`src/rtl/rr_arbiter8_3.sv`:
```
// rtl/rr_arbiter8_3.sv - 8-requester round-robin arbiter with hold limit, one-hot and encoded grant
// Optional held-grant extension (lock port) enabled by defining RR_ARB_LOCK_EN.
`timescale 1ns/1ps

module rr_arbiter8_3 #(
    parameter int MAX_HOLD = 4
) (
    input  logic       clk,
    input  logic       rst,
    input  logic       en,
    input  logic [7:0] req,
`ifdef RR_ARB_LOCK_EN
    input  logic       lock,
`endif
    output logic [7:0] gnt,
    output logic [2:0] A,
    output logic       valid
);

    typedef enum logic {IDLE, BUSY} state_t;

    localparam logic [7:0] HOLD_LAST = 8'(MAX_HOLD - 1);

    state_t     state_q, state_d;
    logic [2:0] ptr_q, ptr_d;
    logic [7:0] hold_q, hold_d;
    logic [7:0] gnt_q, gnt_d;
    logic [2:0] a_q, a_d;
    logic       valid_q, valid_d;

    logic       lock_s;
    logic       at_limit;
    logic       rel;
    logic       do_search;
    logic [2:0] search_ptr;
    logic [3:0] hit;

`ifdef RR_ARB_LOCK_EN
    assign lock_s = lock;
`else
    assign lock_s = 1'b0;
`endif

    // Returns {found, index}; offsets scanned high to low so the nearest one to p wins.
    function automatic logic [3:0] rr_search(input logic [7:0] r, input logic [2:0] p);
        logic [3:0] res;
        logic [2:0] k;
        res = 4'b0000;
        for (int i = 7; i >= 0; i--) begin
            k = p + 3'(i);
            if (r[k]) res = {1'b1, k};
        end
        return res;
    endfunction

    assign at_limit = (hold_q == HOLD_LAST);
    assign hit      = rr_search(req, search_ptr);

    always_comb begin
        state_d    = state_q;
        ptr_d      = ptr_q;
        hold_d     = hold_q;
        gnt_d      = gnt_q;
        a_d        = a_q;
        valid_d    = valid_q;
        rel        = 1'b0;
        do_search  = 1'b0;
        search_ptr = ptr_q;

        case (state_q)
            IDLE: begin
                do_search = en && (req != 8'h00);
            end
            BUSY: begin
                // Saturation only matters while locked; otherwise at_limit always releases.
                hold_d = at_limit ? hold_q : hold_q + 8'd1;
                if (!req[a_q] || (at_limit && !lock_s) || !en) begin
                    rel        = 1'b1;
                    ptr_d      = a_q + 3'd1;
                    search_ptr = a_q + 3'd1;
                    do_search  = en;
                end
            end
            default: ;
        endcase

        if (do_search && hit[3]) begin
            gnt_d   = 8'd1 << hit[2:0];
            a_d     = hit[2:0];
            valid_d = 1'b1;
            hold_d  = 8'd0;
            state_d = BUSY;
        end else if (rel || state_q == IDLE) begin
            gnt_d   = 8'h00;
            a_d     = 3'd0;
            valid_d = 1'b0;
            state_d = IDLE;
        end
    end

    always_ff @(posedge clk or posedge rst) begin
        if (rst) begin
            state_q <= IDLE;
            ptr_q   <= 3'd0;
            hold_q  <= 8'd0;
            gnt_q   <= 8'h00;
            a_q     <= 3'd0;
            valid_q <= 1'b0;
        end else begin
            state_q <= state_d;
            ptr_q   <= ptr_d;
            hold_q  <= hold_d;
            gnt_q   <= gnt_d;
            a_q     <= a_d;
            valid_q <= valid_d;
        end
    end

    assign gnt   = gnt_q;
    assign A     = a_q;
    assign valid = valid_q;

endmodule

```
`config.mk`:
```
export PLATFORM = sky130hd
export DESIGN_NAME = rr_arbiter8_3
export DESIGN_NICKNAME = d
export VERILOG_FILES = /design/src/rtl/rr_arbiter8_3.sv
export SDC_FILE = /design/constraint.sdc
export NUM_CORES = 1
export LEC_CHECK = 0
export BUFFER_PORTS_ARGS = -buffer_cell sky130_fd_sc_hd__buf_2
export CAP_MARGIN = 20
export CORE_ASPECT_RATIO = 1.25
export CORE_MARGIN = 5
export CORE_UTILIZATION = 31
export DETAILED_ROUTE_END_ITERATION = 16
export SKIP_CTS_REPAIR_TIMING = 1
export SLEW_MARGIN = 25
export SYNTH_ARGS = -nofsm -noshare
export SYNTH_HDL_FRONTEND = slang
export SYNTH_SLANG_ARGS = --single-unit
```
`constraint.sdc`:
```
create_clock -name clk -period 4.8 [get_ports clk]
set_clock_uncertainty 0.1 [all_clocks]
set_input_delay 0.96 -clock clk [delete_from_list [all_inputs] [get_ports clk]]
set_output_delay 0.96 -clock clk [all_outputs]
set_load 0.02 [all_outputs]
```
==> run_results.csv <==
group,metric,value,unit
sta,minimum_setup_slack_in_the_final_design,376,ps
clock_network,cts_inserted_buffers,3,
clock_network,clock_latency_on_the_worst_skew_pair,260,ps
synthesis,postSynth.asyncResetShare,1.00,
synthesis,synth_enable_flop_cells,0,
placed_design,detailedPlacementHpwl,5180,um
worst_setup_path,timing.critical_path.cells,"buf_2 > mux4_2 > mux2_2 > a21o_1 > nand2_2 > inv_2 > ha_1 > mux4_2 > nand2b_1 > nand2_1 > a31oi_1 > o32a_1 > mux2i_1 > a32o_1",
clock_network,clock_slew_at_reported_path_ffs,80,ps
synthesis,synth_flop_cell,"sky130_fd_sc_hd__dfrtp_1",
synthesis,synthesis.nets,284,
grt,antenna_found_initial,0,
floorplanning,core.rowCount,34,
synthesis,synthDistinctLibCells,61,
run,maxCapViolations,0,
drt,top_layer,"met4",
sta,setup-violations-final,0,
placed_design,post-place-ws,131,ps
grt,via_count_of_the_first_global_routing_pass,2263,
synthesis,synth_seq_area_share,0.255,
drt,remaining_drc_errors,0,
placed_design,number_of_port_buffers,22,
drt,routed_wire_length_per_instance,16.8,um
floorplanning,ioPinCount,23,
floorplanning,effective_utilization_at_floorplan,0.322,
clock_network,cts.path.max_buffers,2,
drt,met2_length,3390,um
drt,dr_total_vias,2236,
worst_setup_path,timing_worst_setup_path_type,"in2reg",
worst_setup_path,type_of_element_launching_the_critical_path,"input pin",
floorplanning,design.core.area,7020,um2
sta,maxSlewViolCount,0,
clock_network,cts.sinks,23,
worst_setup_path,crit_fanout,9,
synthesis,synth_warnings,0,
layout,fin_area,2620,um2
clock_network,ctsHtreeMaxLevel,1,
sta,report.final.hold_viol_count,0,
placed_design,globalplace.congestion,0.907,
grt,global_route.overflow_total,0,
layout,syn2layout_area_growth,15.8,%
drt,met3RoutedLength,317,um
layout,layout_cells_sized_above_1,0.249,
placed_design,detailed_place.area,2570,um2
sta,timing_worst_slew_pin_value,852,ps
floorplanning,die_width,86.3,um
worst_setup_path,critPathCaptureType,"register",
drt,antenna_violating_nets_post_route,0,
grt,globalRouteTotalUtil,0.148,
layout,postLayoutCoreUtil,0.373,
clock_network,cts_root_buffer,"sky130_fd_sc_hd__clkbuf_8",
sta,grt_setup_unrepaired,"no",
sta,worst_slew_margin_rel,0.431,
layout,finalNetCount,317,
worst_setup_path,cp.arrival,4520,ps
worst_setup_path,timing.critical_path.mode_cell,"sky130_fd_sc_hd__mux4_2",
layout,n_antenna_cell,0,
grt,global_route_wire_length_before_repair,11200,um
status,run_status,"completed",
drt,vias_per_cell,5.72,
min_path,class_of_the_tightest_hold_or_removal_check,"reg2reg",
drt,wirelength_met1,2800,um
worst_setup_path,worst_ep_required_time,4900,ps
sta,maxClockFrequency,226,MHz
synthesis,syn-cell-area,2260,um2
sta,timing.final.crit_period,4420,ps
sta,period_share,0.922,
worst_setup_path,critical-path-slowest-cell,"sky130_fd_sc_hd__mux4_2",
drt,dr.first_iter.drc_count,135,
layout,fill_cells,726,
drt,detail_route.wirelength,6560,um
floorplanning,die_h,105,um
drt,first_pass_iters,4,
grt,grt_max_degree,24,
worst_setup_path,worst_path_largest_cell_delay,500,ps
clock_network,cts_tree,"yes",
floorplanning,die-area,9100,um2
sta,setup-tns-final,0,ps
synthesis,postSynthRegisterBits,23,
synthesis,postSynthAreaPerCell,8.40,um2
synthesis,synthesis.instances,269,
## routing by layer
layer / vias up / GRT usage
met5: - / 0
met4: 0 / 0.0345
met3: 6 / 0.0148
met2: 60 / 0.265
met1: 1095 / 0.189
li1: 1075 / -
## path summary, 6_finish.rpt
kind	from	to	slack, ps	cells after the start
worst max-delay path	req[2]	gnt[3]$_DFFE_PP0P_	380	14
min in group asynchronous	rst	hold_q[2]$_DFFE_PP0P_	760	2
worst min register to register	gnt[3]$_DFFE_PP0P_	gnt[3]$_DFFE_PP0P_	400	1
worst min-delay path	gnt[3]$_DFFE_PP0P_	gnt[3]$_DFFE_PP0P_	400	1
max in group asynchronous	rst	gnt[2]$_DFFE_PP0P_	3310	2
worst max register to register	hold_q[0]$_DFFE_PP0P_	gnt[3]$_DFFE_PP0P_	410	13
## worst max-delay path: cells and delay by family
family                   cells  cell delay, ps
AO/OA/AOI/OAI                4             840
adder cells (fa/ha/maj)      1             390
buffers and inverters        2             190
multiplexers                 4            1800
AND/OR/NAND/NOR              3             340
## logic make-up (layout without fill, tap and decap cells)
logic type,after synthesis,count (layout),share of synthesized area
AOI/OAI and AO/OA,77,77,0.252
xor gates and xnor gates,12,12,0.0499
DFF,23,23,0.255
muxes,27,27,0.160
and+or+nand+nor,101,101,0.214
buffers and inverters,25,57,0.0476
adders and majority gates,4,4,0.0222
## sequential cells by signal, summed over array words and instances (netlist names)
register and cells:
valid 1, A 3, hold_q 8, ptr_q 3
gnt 8
## per-stage QoR
step,hold slack (ps),std cells
2_1_floorplan,423,269
3_3_place_gp,377,387
3_5_place_dp,382,387
4_1_cts,401,391
5_1_grt,417,391
6_report,396,391
## Yosys cell counts, types with 2 or more instances
cell	n	area (um2)
sky130_fd_sc_hd__nor3_1	6	30.0
sky130_fd_sc_hd__o32ai_1	2	17.5
sky130_fd_sc_hd__nand2_1	34	128
sky130_fd_sc_hd__o21ai_0	13	65.1
sky130_fd_sc_hd__o211ai_1	6	45.0
sky130_fd_sc_hd__nor4b_1	2	17.5
sky130_fd_sc_hd__a21o_1	3	22.5
sky130_fd_sc_hd__mux2i_4	2	45.0
sky130_fd_sc_hd__or2_2	2	12.5
sky130_fd_sc_hd__a31oi_1	6	37.5
sky130_fd_sc_hd__xor2_1	3	26.3
sky130_fd_sc_hd__o21ai_2	2	17.5
sky130_fd_sc_hd__xnor2_1	8	70.1
sky130_fd_sc_hd__and2_1	3	18.8
sky130_fd_sc_hd__dfrtp_1	23	576
sky130_fd_sc_hd__o31ai_1	3	22.5
sky130_fd_sc_hd__clkbuf_1	9	33.8
sky130_fd_sc_hd__nand3_1	11	55.1
sky130_fd_sc_hd__or3_1	2	12.5
sky130_fd_sc_hd__nand4_1	6	37.5
sky130_fd_sc_hd__buf_2	2	10.0
sky130_fd_sc_hd__mux4_2	4	90.1
sky130_fd_sc_hd__mux2i_1	11	110
sky130_fd_sc_hd__a32o_1	8	80.1
sky130_fd_sc_hd__ha_1	4	50.1
sky130_fd_sc_hd__inv_1	8	30.0
sky130_fd_sc_hd__o32a_1	2	20.0
sky130_fd_sc_hd__nand2b_1	2	12.5
sky130_fd_sc_hd__a21oi_1	11	55.1
sky130_fd_sc_hd__o21ai_1	2	10.0
sky130_fd_sc_hd__a22oi_1	2	15.0
sky130_fd_sc_hd__a211oi_1	4	30.0
sky130_fd_sc_hd__a22o_1	2	17.5
sky130_fd_sc_hd__and3_1	2	12.5
sky130_fd_sc_hd__a32oi_1	2	17.5
sky130_fd_sc_hd__nor2_1	24	90.1
sky130_fd_sc_hd__inv_2	2	7.51
sky130_fd_sc_hd__mux2_2	8	90.1
## cell type report
class	count	area, um2	share of cell area
inverters	11	41.3	0.0158
clock buffers	3	41.3	0.0158
clock inverters	1	5.00	0.00191
flip-flops and latches	23	576	0.220
multi-input cells	221	1580	0.604
repair buffers	42	260	0.0995
well taps	90	113	0.0430
## layout by cell type (no fill, tap or decap), drive strengths merged, types with 8 or more instances in the layout
cell | netlist | layout
nand3 | 11 | 11
mux2i | 13 | 13
inv | 10 | 10
a32o | 8 | 8
a21oi | 11 | 11
dfrtp | 23 | 23
xnor2 | 9 | 9
nor2 | 24 | 24
mux2 | 10 | 10
buf | 5 | 42
nand2 | 35 | 35
o21ai | 17 | 17
Power is not shown: default switching activity piles up to over one toggle a cycle in this logic, so the estimate is an artifact.
